--- config.mk ---
export PLATFORM = sky130hd
export DESIGN_NAME = hack_ram_arbiter
export DESIGN_NICKNAME = d
export VERILOG_FILES = /design/src/rtl/hack_ram_arbiter.sv
export SDC_FILE = /design/constraint.sdc
export NUM_CORES = 1
export LEC_CHECK = 0
export CAP_MARGIN = 20
export CORE_AREA = 2 2 81 83
export DETAILED_ROUTE_END_ITERATION = 7
export DIE_AREA = 0 0 83 85
export DONT_BUFFER_PORTS = 1
export PLACE_DENSITY = 0.58
export SLEW_MARGIN = 20
export SYNTH_ARGS = -nofsm -noshare
export SYNTH_HDL_FRONTEND = slang
export SYNTH_SLANG_ARGS = --single-unit
--- constraint.sdc ---
create_clock -name wb_clk_i -period 7.55 [get_ports wb_clk_i]
set_input_delay 1.51 -clock wb_clk_i [delete_from_list [all_inputs] [get_ports wb_clk_i]]
set_output_delay 1.51 -clock wb_clk_i [all_outputs]
set_load 0.1 [all_outputs]
--- src/rtl/hack_ram_arbiter.sv ---
// Round-robin arbiter sharing the Hack SoC single-port data RAM between the
// CPU data port and the Caravel management Wishbone slave.
module hack_ram_arbiter #(
    parameter int          ADDR_W  = 15,
    parameter int          DATA_W  = 16,
    parameter logic [31:0] WB_BASE = 32'h3000_0000,
    parameter logic [31:0] WB_MASK = 32'hFFFE_0000
) (
    input  logic              wb_clk_i,
    input  logic              wb_rst_i,
    input  logic              wbs_cyc_i,
    input  logic              wbs_stb_i,
    input  logic              wbs_we_i,
    input  logic [3:0]        wbs_sel_i,
    input  logic [31:0]       wbs_adr_i,
    input  logic [31:0]       wbs_dat_i,
    output logic              wbs_ack_o,
    output logic [31:0]       wbs_dat_o,
    input  logic              cpu_hold,
    input  logic              cpu_req,
    input  logic              cpu_we,
    input  logic [ADDR_W-1:0] cpu_addr,
    input  logic [DATA_W-1:0] cpu_wdata,
    output logic [DATA_W-1:0] cpu_rdata,
    output logic              cpu_ready,
    output logic              ram_en,
    output logic              ram_we,
    output logic [ADDR_W-1:0] ram_addr,
    output logic [DATA_W-1:0] ram_din,
    input  logic [DATA_W-1:0] ram_dout
);

    localparam logic [1:0] S_IDLE   = 2'd0;
    localparam logic [1:0] S_ACCESS = 2'd1;
    localparam logic [1:0] S_RESP   = 2'd2;

    localparam logic OWN_CPU = 1'b0;
    localparam logic OWN_WB  = 1'b1;

    logic [1:0]        r_state;
    logic              r_owner;
    logic              r_last_grant;
    logic [ADDR_W-1:0] r_addr;
    logic [DATA_W-1:0] r_data;
    logic              r_we;
    logic [DATA_W-1:0] r_cpu_rdata;

    logic w_wb_hit;
    logic w_cpu_pend;
    logic w_grant_wb;
    logic w_grant_cpu;
    logic w_wb_we;
    logic w_access;
    logic w_resp;
    logic w_wb_resp;
    logic w_unused_bits;

    assign w_wb_hit    = wbs_cyc_i & wbs_stb_i & ((wbs_adr_i & WB_MASK) == WB_BASE);
    assign w_cpu_pend  = cpu_req & ~cpu_hold;
    // On a tie the requester that did not win last time goes first.
    assign w_grant_wb  = w_wb_hit & (~w_cpu_pend | (r_last_grant == OWN_CPU));
    assign w_grant_cpu = w_cpu_pend & ~w_grant_wb;
    // A write with no low byte lane selected degrades to a harmless read.
    assign w_wb_we     = wbs_we_i & (|wbs_sel_i[1:0]);

    assign w_unused_bits = ^{wbs_sel_i[3:2], wbs_dat_i[31:DATA_W]};

    always_ff @(posedge wb_clk_i) begin
        if (wb_rst_i) begin
            r_state      <= S_IDLE;
            r_owner      <= OWN_CPU;
            r_last_grant <= OWN_WB;
            r_cpu_rdata  <= '0;
        end else begin
            case (r_state)
                S_IDLE: begin
                    if (w_grant_wb) begin
                        r_owner      <= OWN_WB;
                        r_last_grant <= OWN_WB;
                        r_state      <= S_ACCESS;
                    end else if (w_grant_cpu) begin
                        r_owner      <= OWN_CPU;
                        r_last_grant <= OWN_CPU;
                        r_state      <= S_ACCESS;
                    end
                end
                S_ACCESS: r_state <= S_RESP;
                S_RESP: begin
                    if (r_owner == OWN_CPU) begin
                        r_cpu_rdata <= ram_dout;
                    end
                    r_state <= S_IDLE;
                end
                default: r_state <= S_IDLE;
            endcase
        end
    end

    // Access operands are only observed while in ACCESS, so they need no reset.
    always_ff @(posedge wb_clk_i) begin
        if (r_state == S_IDLE) begin
            if (w_grant_wb) begin
                r_addr <= wbs_adr_i[ADDR_W+1:2];
                r_data <= wbs_dat_i[DATA_W-1:0];
                r_we   <= w_wb_we;
            end else if (w_grant_cpu) begin
                r_addr <= cpu_addr;
                r_data <= cpu_wdata;
                r_we   <= cpu_we;
            end
        end
    end

    assign w_access  = (r_state == S_ACCESS);
    assign w_resp    = (r_state == S_RESP);
    assign w_wb_resp = w_resp & (r_owner == OWN_WB);

    assign ram_en   = w_access;
    assign ram_we   = w_access & r_we;
    assign ram_addr = w_access ? r_addr : '0;
    assign ram_din  = w_access ? r_data : '0;

    assign cpu_ready = w_resp & (r_owner == OWN_CPU);
    assign cpu_rdata = cpu_ready ? ram_dout : r_cpu_rdata;

    // A master that abandoned its cycle gets no ack; the RAM access still finished.
    assign wbs_ack_o = w_wb_resp & wbs_cyc_i & wbs_stb_i;
    assign wbs_dat_o = (w_wb_resp & ~r_we) ? {{(32-DATA_W){1'b0}}, ram_dout} : 32'd0;

endmodule

Word level (Yosys, flattened, before mapping)
Index checks and enable logic that the tools add are counted.
{"block": "word_totals", "ff_bits": 52, "input_bits": 123, "out_inout_bits": 83, "word_cells": 50}
{"block": "op_classes", "eq_ne": 4, "muxes": 15, "bitwise_logic": 19, "n_reduce_logical": 5}
{"cell": "two-way mux 16 bit", "n": 5}
{"cell": "two-way mux 15 bit", "n": 3}
{"cell": "== test 15 x 13 -> 1 bit, second input constant", "n": 1}
{"cell": "bitwise AND 1 bit", "n": 12}
{"cell": "NOT 1 bit", "n": 6}
{"cell": "two-way mux 1 bit", "n": 4}
{"cell": "two-way mux 2 bit", "n": 2}
{"cell": "one-hot mux 2 bit (2 select lines)", "n": 1}
{"cell": "AND reduction 2 bit", "n": 2}
{"cell": "!= test 3 bit, second input constant", "n": 1}
{"cell": "== test 2 x 1 -> 1 bit, second input constant", "n": 1}
{"cell": "== test 2 bit, second input constant", "n": 1}
{"cell": "zero test 2 bit", "n": 1}
{"cell": "nonzero test 2 bit", "n": 1}
{"cell": "OR reduction 2 bit", "n": 1}
{"cell": "OR 1 bit", "n": 1}

Depth between registers and ports, before layout
{"block": "logic_depth", "depth_word": 10, "mapped_depth": 6, "mapped_depth_nobuf": 4}

Worst setup path after synthesis
No wires, ideal clock.
{"block": "synth_timing", "kind": "input to output", "from": "input port wbs_cyc_i", "to": "output port wbs_ack_o", "t_arrival_ns": 2.808, "required_time_ns": 6.040, "path_slack_ns": 3.232, "path_stages": 2, "n_path_buf": 0, "cell_sequence": "nand2_1 -> nor2_1"}
{"block": "synth_via", "elab_chain_cells": 2}
{"item": "start, declared", "line": "11", "text": "input logic wbs_cyc_i,"}
{"item": "bitwise AND 1 bit (2 in a row)", "line": "127", "text": "assign wbs_ack_o = w_wb_resp & wbs_cyc_i & wbs_stb_i;"}
{"item": "end, declared", "line": "17", "text": "output logic wbs_ack_o,"}
No other way between the ends.

Worst setup path in the final report
{"block": "layout_timing", "from": "register r_state[1]", "to": "output port cpu_rdata[11]"}
{"block": "layout_via", "elab_chain_cells": 3}
{"item": "start, declared", "line": "40", "text": "logic [1:0] r_state;"}
{"item": "start signal, assigned", "line": "70", "text": "r_state <= S_IDLE;"}
{"item": "start signal, assigned", "line": "80", "text": "r_state <= S_ACCESS;"}
{"item": "start signal, assigned", "line": "84", "text": "r_state <= S_ACCESS;"}
{"item": "== test 2 bit", "line": "115", "text": "assign w_resp = (r_state == S_RESP);"}
{"item": "bitwise AND 1 bit", "line": "123", "text": "assign cpu_ready = w_resp & (r_owner == OWN_CPU);"}
{"item": "via cpu_ready", "line": "25", "text": "output logic cpu_ready,"}
{"item": "two-way mux 16 bit", "line": "124", "text": "assign cpu_rdata = cpu_ready ? ram_dout : r_cpu_rdata;"}
{"item": "end, declared", "line": "24", "text": "output logic [DATA_W-1:0] cpu_rdata,"}
The timed path passes the listed nets, and every way through them passes these cells.

==> impl_results.md <==
- Final min period: 4253 ps
- # hold bufs at CTS: 0
- Slowest-stage cell, CP: nor3b_4
- Clk pin slew, worst setup/hold paths: 90 ps
- Clock buffer count from CTS: 5
- Hpwl dp: 3922 um
- Layout cell share with drive strength beyond 1: 29.36%
- TNS Setup: 0 ps
- Pwr dens: 209.1 mW/mm2
- # H-tree levels: 2
- Fmax: 235.1 MHz
- GP Congestion: 0.7362
- Post-Route WL: 5083 um
- Critical path startpoint: r_state[1]
- Filler instances: 585
- Die width: 83 um
- Lkg Pwr: 0.001116 uW
- Clk Latency, worst-skew pair: 300 ps
- Vias per cell: 5.176
- TritonCTS clock tree: built
- 1st-iter DRT viols: 55
- GRT Util Overall: 13.64%
- Post-cts resize count: 0
- Nets@finish: 340
- Crit path kind: reg -> out
- Num Clock Sinks: 52
- Mapped cell area: 0.002821 mm2
- Grt total ovfl: 0
- Commonest non-fill, non-tap cell in the layout: and2_1
- Die ar.: 0.007055 mm2
- Most used DFF post-synth: edfxtp_1
- Design area: 0.002903 mm2
- Yosys top cell area share: 34.06%
- Area post-placement: 0.002805 mm2
- Hold Crit Class: reg -> reg
- Clock skew: 6.677 ps
- Crit Path Max Fanout: 16
- Worst setup EP type: primary output
- First drt pass iteration count: 4
- Yosys warning count: 0
- Avg Synthesized Cell Area: 12.94 um2
- FFs w/ async S/R, synth: 0%
- Number of global-route vias before repair: 1432
- Commonest non-fill, non-tap cells in the layout: and2_1 (66), edfxtp_1 (32), mux2_4 (26)
- Via Count: 1527
- Die Ht: 85 um
- Synth cell types: 29
- Final Hold Vio Count: 0
- Pin count of the biggest net entering global routing: 36
- Worst path arrival time: 2740 ps
- Synthesis-to-layout area growth: 2.882%
- WHS: 531.4 ps
- Global-route wire length before repair: 7534 um
- Area of the multi-input gates: 0.001305 mm2
- Max_cap viols: 0
- FF+latch area: 0.001361 mm2
- Post-synth EDFFs: 32
- Tcrit/Tclk final: 56.33%
- Wire length per cell: 17.23 um
- Initial core utilization: 45.47%
- Unrepaired setup endpoints after global routing: false
- Peak supply drop: 0.0001037 V
- Number of diodes: 0
- Root buffer cell: clkbuf_8
- Status: complete, no violations
- Mapped Cells: 218
- Post-CTS Setup Bufs: 0
- Rel. slew slack: 24.69%
- Largest cells by area after synthesis: edfxtp_1 (34%), and2_1 (15%), dfxtp_1 (14%)
- Synth area leader: edfxtp_1
- Post-route ant nets: 0
- CP Buf/Inv Count: 1
- Worst setup margin: 3297 ps
- Top delay family on crit path: simple AND/OR/NAND/NOR gates
- Max stage delay on crit path: 970 ps
- Initial antenna violation count: 0
- Drc violations: 0
- Sequential area share after synthesis: 48.25%
- Seq cells post-synth: 52
- Startpoint types: flip-flop
- Slew Limit Fails: 0
- Min-delay src: r_last_grant
- CP Cell Sequence: nor3b_4, buf_4, mux2_2
- RR Startpoint: r_last_grant
- IO Pins: 206
- Row count: 29
- Worst slew pin tran: 1128 ps
- Core area: 0.006205 mm2
- Setup Viol. Count Final: 0
- Required @ worst endpoint: 6040 ps
- Worst slack at placement: 3240 ps
- CTS max path bufs: 2
- PortBufs: 0
==> registers in the layout (all words and copies together) (netlist names) <==
signal / flops
r_addr: 15
r_cpu_rdata: 16
r_data: 16
r_last_grant: 1
r_owner: 1
r_state: 2
r_we: 1
==> area by class of cell <==
type	instances	share of cell area, %
Inverter	2	0.2586
Sequential cell	52	46.90
Timing Repair Buffer	3	1.207
Multi-Input combinational cell	153	44.96
Clock buffer	8	3.362
Tap cell	77	3.319
==> worst register-to-register path: cells and delay by family, from the launching register on <==
kind | cells | cell delay [ps]
AOI/OAI and AO/OA | 2 | 820
DFF | 1 | 350
buffers and inverters | 1 | 390
and+or+nand+nor | 1 | 1000
==> metrics by stage <==
| stage | utilization [%] | std cells | power [uW] |
|---|---|---|---|
| floorplan | - | 233 | 446.2 |
| global placement | 44.89 | 286 | 446.9 |
| detailed placement | 45.21 | 287 | 448.5 |
| CTS | 46.78 | 295 | 617.2 |
| global route | 46.78 | 295 | 631.7 |
| finish | 46.78 | 295 | 607.0 |
==> metal layers <==
layer / share of wire, % / vias up / track usage [%]
li1: - / 711 / -
met1: 38 / 710 / 16.27
met2: 52 / 100 / 23.75
met3: 8.2 / 6 / 3.696
met4: 1.5 / 0 / 4.918
met5: 0 / - / 0
==> worst paths after layout <==
check / to / slack [ps] / cells after the start
max: cpu_rdata[11] / 3300 / 3
min: r_last_grant / 530 / 2
max reg2reg: r_addr[0] / 4680 / 4
min reg2reg: r_last_grant / 530 / 2
==> synth_stat cells, types with 2 or more instances <==
cell / count
buf_6: 2
buf_12: 3
mux2_2: 21
clkbuf_1: 5
inv_1: 2
nor4b_1: 2
buf_4: 16
and2_1: 66
mux2_4: 26
edfxtp_1: 32
dfxtp_1: 20
nor2_1: 3
nand2_1: 3
o21a_1: 2
==> logic make-up (layout without fill, tap and decap cells) <==
family,after synthesis,count (layout),synth area share (%)
DFF,52,52,48.25
other,1,16,0.1329
AOI/OAI and AO/OA,7,7,2.527
buffers and inverters,28,13,8.116
and+or+nand+nor,82,82,18.40
muxes,48,48,22.57
==> report_power, final <==
group          internal (uW)  switching, uW  leakage (uW)
clock                   82.1           84.2     0.0000523
sequential               312           2.87      0.000460
combinational           20.7            105      0.000603
total                    415            192       0.00112
Note: power is estimated with default switching activity, not from simulation.
